<file path="src/rtl/piso_pkg.sv">
// Shared FSM state type and counter sizing helper for the PISO serializer.
package piso_pkg;

  typedef enum logic {
    IDLE  = 1'b0,
    SHIFT = 1'b1
  } piso_state_t;

  // Counter sized to hold WIDTH+1 (data plus optional parity) without wrapping.
  function automatic int piso_cnt_w(input int width);
    return $clog2(width + 2);
  endfunction

endpackage

</file>
<file path="src/rtl/piso_frame_counter.sv">
// Frame bit counter with last-bit detect, parametrised on frame length.
module piso_frame_counter
  import piso_pkg::*;
#(
  parameter int FRAME_LEN = 8,
  parameter int CNT_W     = piso_cnt_w(FRAME_LEN)
) (
  input  logic Clk,
  input  logic Rst_l,
  input  logic clr,
  input  logic inc,
  output logic last
);

  logic [CNT_W-1:0] cnt;

  // Saturates on the last bit; the next load clears it, so it never wraps.
  always_ff @(posedge Clk or negedge Rst_l) begin
    if (!Rst_l) begin
      cnt <= '0;
    end else if (clr) begin
      cnt <= '0;
    end else if (inc && !last) begin
      cnt <= cnt + CNT_W'(1);
    end
  end

  assign last = (cnt == CNT_W'(FRAME_LEN - 1));

endmodule

</file>
<file path="src/rtl/piso_serializer.sv">
// Parallel-in serial-out serializer with per-word bit order selection.
// Optional even-parity bit appended when PISO_SERIALIZER_PARITY_EN is defined.
module piso_serializer
  import piso_pkg::*;
#(
  parameter int WIDTH             = 8,
  parameter bit MSB_FIRST_DEFAULT = 1'b1
) (
  input  logic             Clk,
  input  logic             Rst_l,
  input  logic             Load_Valid,
  output logic             Load_Ready,
  input  logic [WIDTH-1:0] Parallel_In,
  input  logic             Order_Sel_Valid,
  input  logic             Msb_First,
  input  logic             Shift_En,
  input  logic             Flush,
  output logic             Serial_Out,
  output logic             Serial_Valid,
  output logic             Busy,
  output logic             Done
);

  localparam int CNT_W = piso_cnt_w(WIDTH);
`ifdef PISO_SERIALIZER_PARITY_EN
  localparam int FRAME_LEN = WIDTH + 1;
`else
  localparam int FRAME_LEN = WIDTH;
`endif

  piso_state_t      state, state_nxt;
  logic [WIDTH-1:0] shreg;
  logic             msb_q;
  logic             last_bit;
  logic             load_acc;
  logic             shift_acc;
  logic             data_bit;
  logic             frame_bit;

  assign Load_Ready = (state == IDLE) && !Flush;
  assign Busy       = (state == SHIFT);
  assign load_acc   = Load_Valid && Load_Ready;
  assign shift_acc  = (state == SHIFT) && Shift_En && !Flush;
  assign data_bit   = msb_q ? shreg[WIDTH-1] : shreg[0];

`ifdef PISO_SERIALIZER_PARITY_EN
  logic par_q;

  always_ff @(posedge Clk or negedge Rst_l) begin
    if (!Rst_l) begin
      par_q <= 1'b0;
    end else if (load_acc) begin
      par_q <= ^Parallel_In;
    end
  end

  // Parity occupies the final frame slot after all data bits.
  assign frame_bit = last_bit ? par_q : data_bit;
`else
  assign frame_bit = data_bit;
`endif

  piso_frame_counter #(
    .FRAME_LEN (FRAME_LEN),
    .CNT_W     (CNT_W)
  ) u_frame_counter (
    .Clk   (Clk),
    .Rst_l (Rst_l),
    .clr   (Flush || load_acc),
    .inc   (shift_acc),
    .last  (last_bit)
  );

  always_ff @(posedge Clk or negedge Rst_l) begin
    if (!Rst_l) begin
      state <= IDLE;
    end else begin
      state <= state_nxt;
    end
  end

  always_comb begin
    state_nxt = state;
    if (Flush) begin
      state_nxt = IDLE;
    end else begin
      case (state)
        IDLE:    if (Load_Valid) state_nxt = SHIFT;
        SHIFT:   if (Shift_En && last_bit) state_nxt = IDLE;
        default: state_nxt = IDLE;
      endcase
    end
  end

  // Output stage: Serial_Out is forced low whenever no frame bit is emitted.
  always_ff @(posedge Clk or negedge Rst_l) begin
    if (!Rst_l) begin
      shreg        <= '0;
      msb_q        <= 1'b0;
      Serial_Out   <= 1'b0;
      Serial_Valid <= 1'b0;
      Done         <= 1'b0;
    end else if (Flush) begin
      Serial_Out   <= 1'b0;
      Serial_Valid <= 1'b0;
      Done         <= 1'b0;
    end else if (load_acc) begin
      shreg        <= Parallel_In;
      msb_q        <= Order_Sel_Valid ? Msb_First : MSB_FIRST_DEFAULT;
      Serial_Out   <= 1'b0;
      Serial_Valid <= 1'b0;
      Done         <= 1'b0;
    end else if (shift_acc) begin
      shreg        <= msb_q ? {shreg[WIDTH-2:0], 1'b0} : {1'b0, shreg[WIDTH-1:1]};
      Serial_Out   <= frame_bit;
      Serial_Valid <= 1'b1;
      Done         <= last_bit;
    end else begin
      Serial_Out   <= 1'b0;
      Serial_Valid <= 1'b0;
      Done         <= 1'b0;
    end
  end

endmodule

</file>
<file path="config.mk">
export PLATFORM = sky130hd
export DESIGN_NAME = piso_serializer
export DESIGN_NICKNAME = d
export VERILOG_FILES = /design/src/rtl/piso_pkg.sv /design/src/rtl/piso_frame_counter.sv /design/src/rtl/piso_serializer.sv
export SDC_FILE = /design/constraint.sdc
export NUM_CORES = 1
export LEC_CHECK = 0
export CAP_MARGIN = 20
export CORE_MARGIN = 2
export CORE_UTILIZATION = 31
export CTS_CLUSTER_SIZE = 20
export DETAILED_ROUTE_END_ITERATION = 10
export PLACE_DENSITY = 0.56
export SYNTH_ARGS = -nofsm -noshare
export SYNTH_HDL_FRONTEND = slang
export SYNTH_HIERARCHICAL = 1
export SYNTH_SLANG_ARGS = --single-unit
</file>
<file path="constraint.sdc">
create_clock -name Clk -period 2.2 [get_ports Clk]
set_clock_uncertainty 0.2 [all_clocks]
set_input_delay 0.22 -clock Clk [delete_from_list [all_inputs] [get_ports Clk]]
set_output_delay 0.22 -clock Clk [all_outputs]
set_load 0.1 [all_outputs]
</file>
==> flow_metrics.env <==
export IMPL_setup_slack_ns=0.4160
export IMPL_max_cap_violations=0
export IMPL_critical_path_endpoint_type="flip-flop"
export IMPL_placement_io_buffers=19
export IMPL_worst_slew_pin_transition_ns=0.4087
export IMPL_status="completed"
export IMPL_vias=633
export IMPL_fmax_mhz=560.5
export IMPL_number_of_global_route_vias_before_repair=628
export IMPL_die_h_um=59.46
export IMPL_dominantRegCellSynth="sky130_fd_sc_hd__dfrtp_1"
export IMPL_design_final_nets=119
export IMPL_floorplan_initialDensity_pct=32.02
export IMPL_cts_sinks=17
export IMPL_clock_tree_root_cell="sky130_fd_sc_hd__clkbuf_4"
export IMPL_postCtsResizedCells=0
export IMPL_synth_seq_cells=17
export IMPL_synth_sequential_area_ratio_pct=44.62
export IMPL_synthesis_yosys_warnings=6
export IMPL_floorplan_die_area_um2=3535
export IMPL_layout_cells_most_common_list="sky130_fd_sc_hd__dfrtp_1, sky130_fd_sc_hd__clkdlybuf4s50_1, sky130_fd_sc_hd__mux2_2, sky130_fd_sc_hd__mux2_1"
export IMPL_route_detailed_wl_per_inst_um=12.73
export IMPL_power_density_nw_per_um2=764.7
export IMPL_cts_max_path_buffers=2
export IMPL_post_synth_edffs=0
export IMPL_syn_to_final_growth_pct=29.00
export IMPL_crit_arrival_ns=1.77
export IMPL_netlist_instances=78
export IMPL_report_final_slew_viol_count=0
export IMPL_antennaDiodeCount=0
export IMPL_clock_latency_ns=0.29
export IMPL_grt_ovfl_total=0
export IMPL_finalWirelength_um=1719
export IMPL_number_of_core_rows=20
export IMPL_layoutNonFillerInstCount=135
export IMPL_worst_setup_hold_path_clk_slew_ns=0.10
export IMPL_power_leakage_nw=0.5593
export IMPL_number_of_nets_in_the_synthesized_netlist=94
export IMPL_fp_coreArea_um2=2978
export IMPL_count_of_endpoints_failing_hold_in_the_final_timing_report=0
export IMPL_yosys_cell_types_count=24
export IMPL_antenna_violations_before_repair=0
export IMPL_detailed_placement_hpwl_um=1319
export IMPL_post_route_drc_count=0
export IMPL_timing_critical_path_required_ns=2.18
export IMPL_avgViaCountPerCell=4.689
export IMPL_mostFrequentLayoutCell="sky130_fd_sc_hd__dfrtp_1"
export IMPL_grt_setup_unrepaired="no"
export IMPL_floorplan_die_width_um=59.46
export IMPL_synthArstFlopShare_pct=100.0
export IMPL_preCtsSetupSlack_ns=0.1353
export IMPL_final_util_pct=41.30
export IMPL_post_route_cells_drive_above_1_share_pct=28.43
export IMPL_drt_iter0_markers=9
export IMPL_number_of_levels_in_the_clock_h_tree=1
export IMPL_numCtsBuffers=3
export IMPL_track_usage_pct=11.09
export IMPL_p_total_mw=0.9406
export IMPL_antenna_violating_nets_post_route=0
export IMPL_place_detailed_instances=130
export IMPL_max_slew_margin_pct=72.75
export IMPL_cp_start_kind="flip-flop"
export IMPL_syn_avg_cell_area_um2=12.22
export IMPL_dr_pass1_iters=4
export IMPL_vdd_ir_drop_max_mv=0.3300
export IMPL_global_route_wire_length_before_repair_um=2863
export IMPL_final_setup_tns_ns=0
export IMPL_final_fill_count=300
export IMPL_finalCritPeriodShare_pct=81.09
export IMPL_setup_violations=0
export IMPL_tritoncts_clock_tree="built"
export IMPL_cp_max_fo=10
export IMPL_worstHoldPathType="in2reg"
export IMPL_fin_crit_ns=1.784
export IMPL_top_level_ports=20
export IMPL_criticalPathCategory="reg2reg"
export IMPL_gp_routability_congestion=0.6885
export IMPL_syn_area_um2=953.4
export IMPL_largest_net_degree_at_the_start_of_global_routing=12
## routing by layer
layer	global-route usage, %	wire length [µm]
met5	0	0
met4	2.922	0
met3	4.585	82
met2	17.58	860
met1	13.86	775
## power by group
group | switching, mW | total (mW) | internal (mW) | leakage, nW
Sequential | 0.0639 | 0.448 | 0.384 | 0.220
Combinational | 0.114 | 0.323 | 0.209 | 0.324
Clock | 0.0994 | 0.170 | 0.0705 | 0.0150
## worst paths after layout
kind                                     endpoint  slack (ns)  startpoint  cells after the start
max in group asynchronous                shreg[2]        0.83       Rst_l                      3
min in group asynchronous  u_frame_counter/cnt[2]        0.51       Rst_l                      2
min                                         msb_q        0.26   Msb_First                      3
max reg2reg                              shreg[2]        0.42       msb_q                      3
max                                      shreg[2]        0.42       msb_q                      3
min reg2reg                              shreg[0]        0.33    shreg[0]                      1
## kinds of logic after synthesis
family                     count (synthesis)  share of synthesized area, %
AOI/OAI and AO/OA                          5                         3.937
adders and majority gates                  1                         1.312
buffers and inverters                      5                         3.937
DFF                                       17                         44.62
muxes                                     25                         31.50
and+or+nand+nor                           25                         14.70
## critical path: stages (launching register included)
cell	delay [ns]
sky130_fd_sc_hd__dfrtp_1	0.60
sky130_fd_sc_hd__mux2_1	0.36
sky130_fd_sc_hd__mux2_2	0.26
sky130_fd_sc_hd__mux2_4	0.25
## layout make-up
type	instances	area, µm²	area share (%)
clock buffer	4	26.28	2.136
inverter	2	7.507	0.6104
multi-input combinational	56	493.0	40.08
sequential	17	426.7	34.69
tap	33	41.29	3.357
timing repair buffer	23	235.2	19.13
## cell usage after synthesis, drive strengths merged, types with 2 or more instances
library cell,n,area (µm²)
buf,3,30.03
nor3,2,10.01
dfrtp,17,425.4
nand2b,3,18.77
inv,2,7.510
nor2,5,18.77
mux2i,3,30.03
nor2b,3,18.77
a21oi,4,31.28
mux2,22,270.3
nand2,5,18.77
## stage by stage
stage	hold WS (ns)	cell area, µm²
2_1_floorplan	-0.2756	957.2
3_3_place_gp	0.2945	1194
3_5_place_dp	0.3005	1194
4_1_cts	0.2471	1230
5_1_grt	0.2582	1230
6_report	0.2584	1230
## flip-flops by register name (all words and copies together), names as in the netlist
name,count
Done,1
Serial_Out,1
Busy,1
msb_q,1
u_frame_counter/cnt,4
Serial_Valid,1
shreg,8
## timing repair
| action | CTS | global route |
|---|---|---|
| endpoints found under the setup margin | 0 | 0 |
| hold buffers | 1 | 0 |
| buffers inserted | 0 | 0 |
| hold endpoints to repair | 6 | 0 |
No activity file was read; power rests on OpenSTA's default activity.
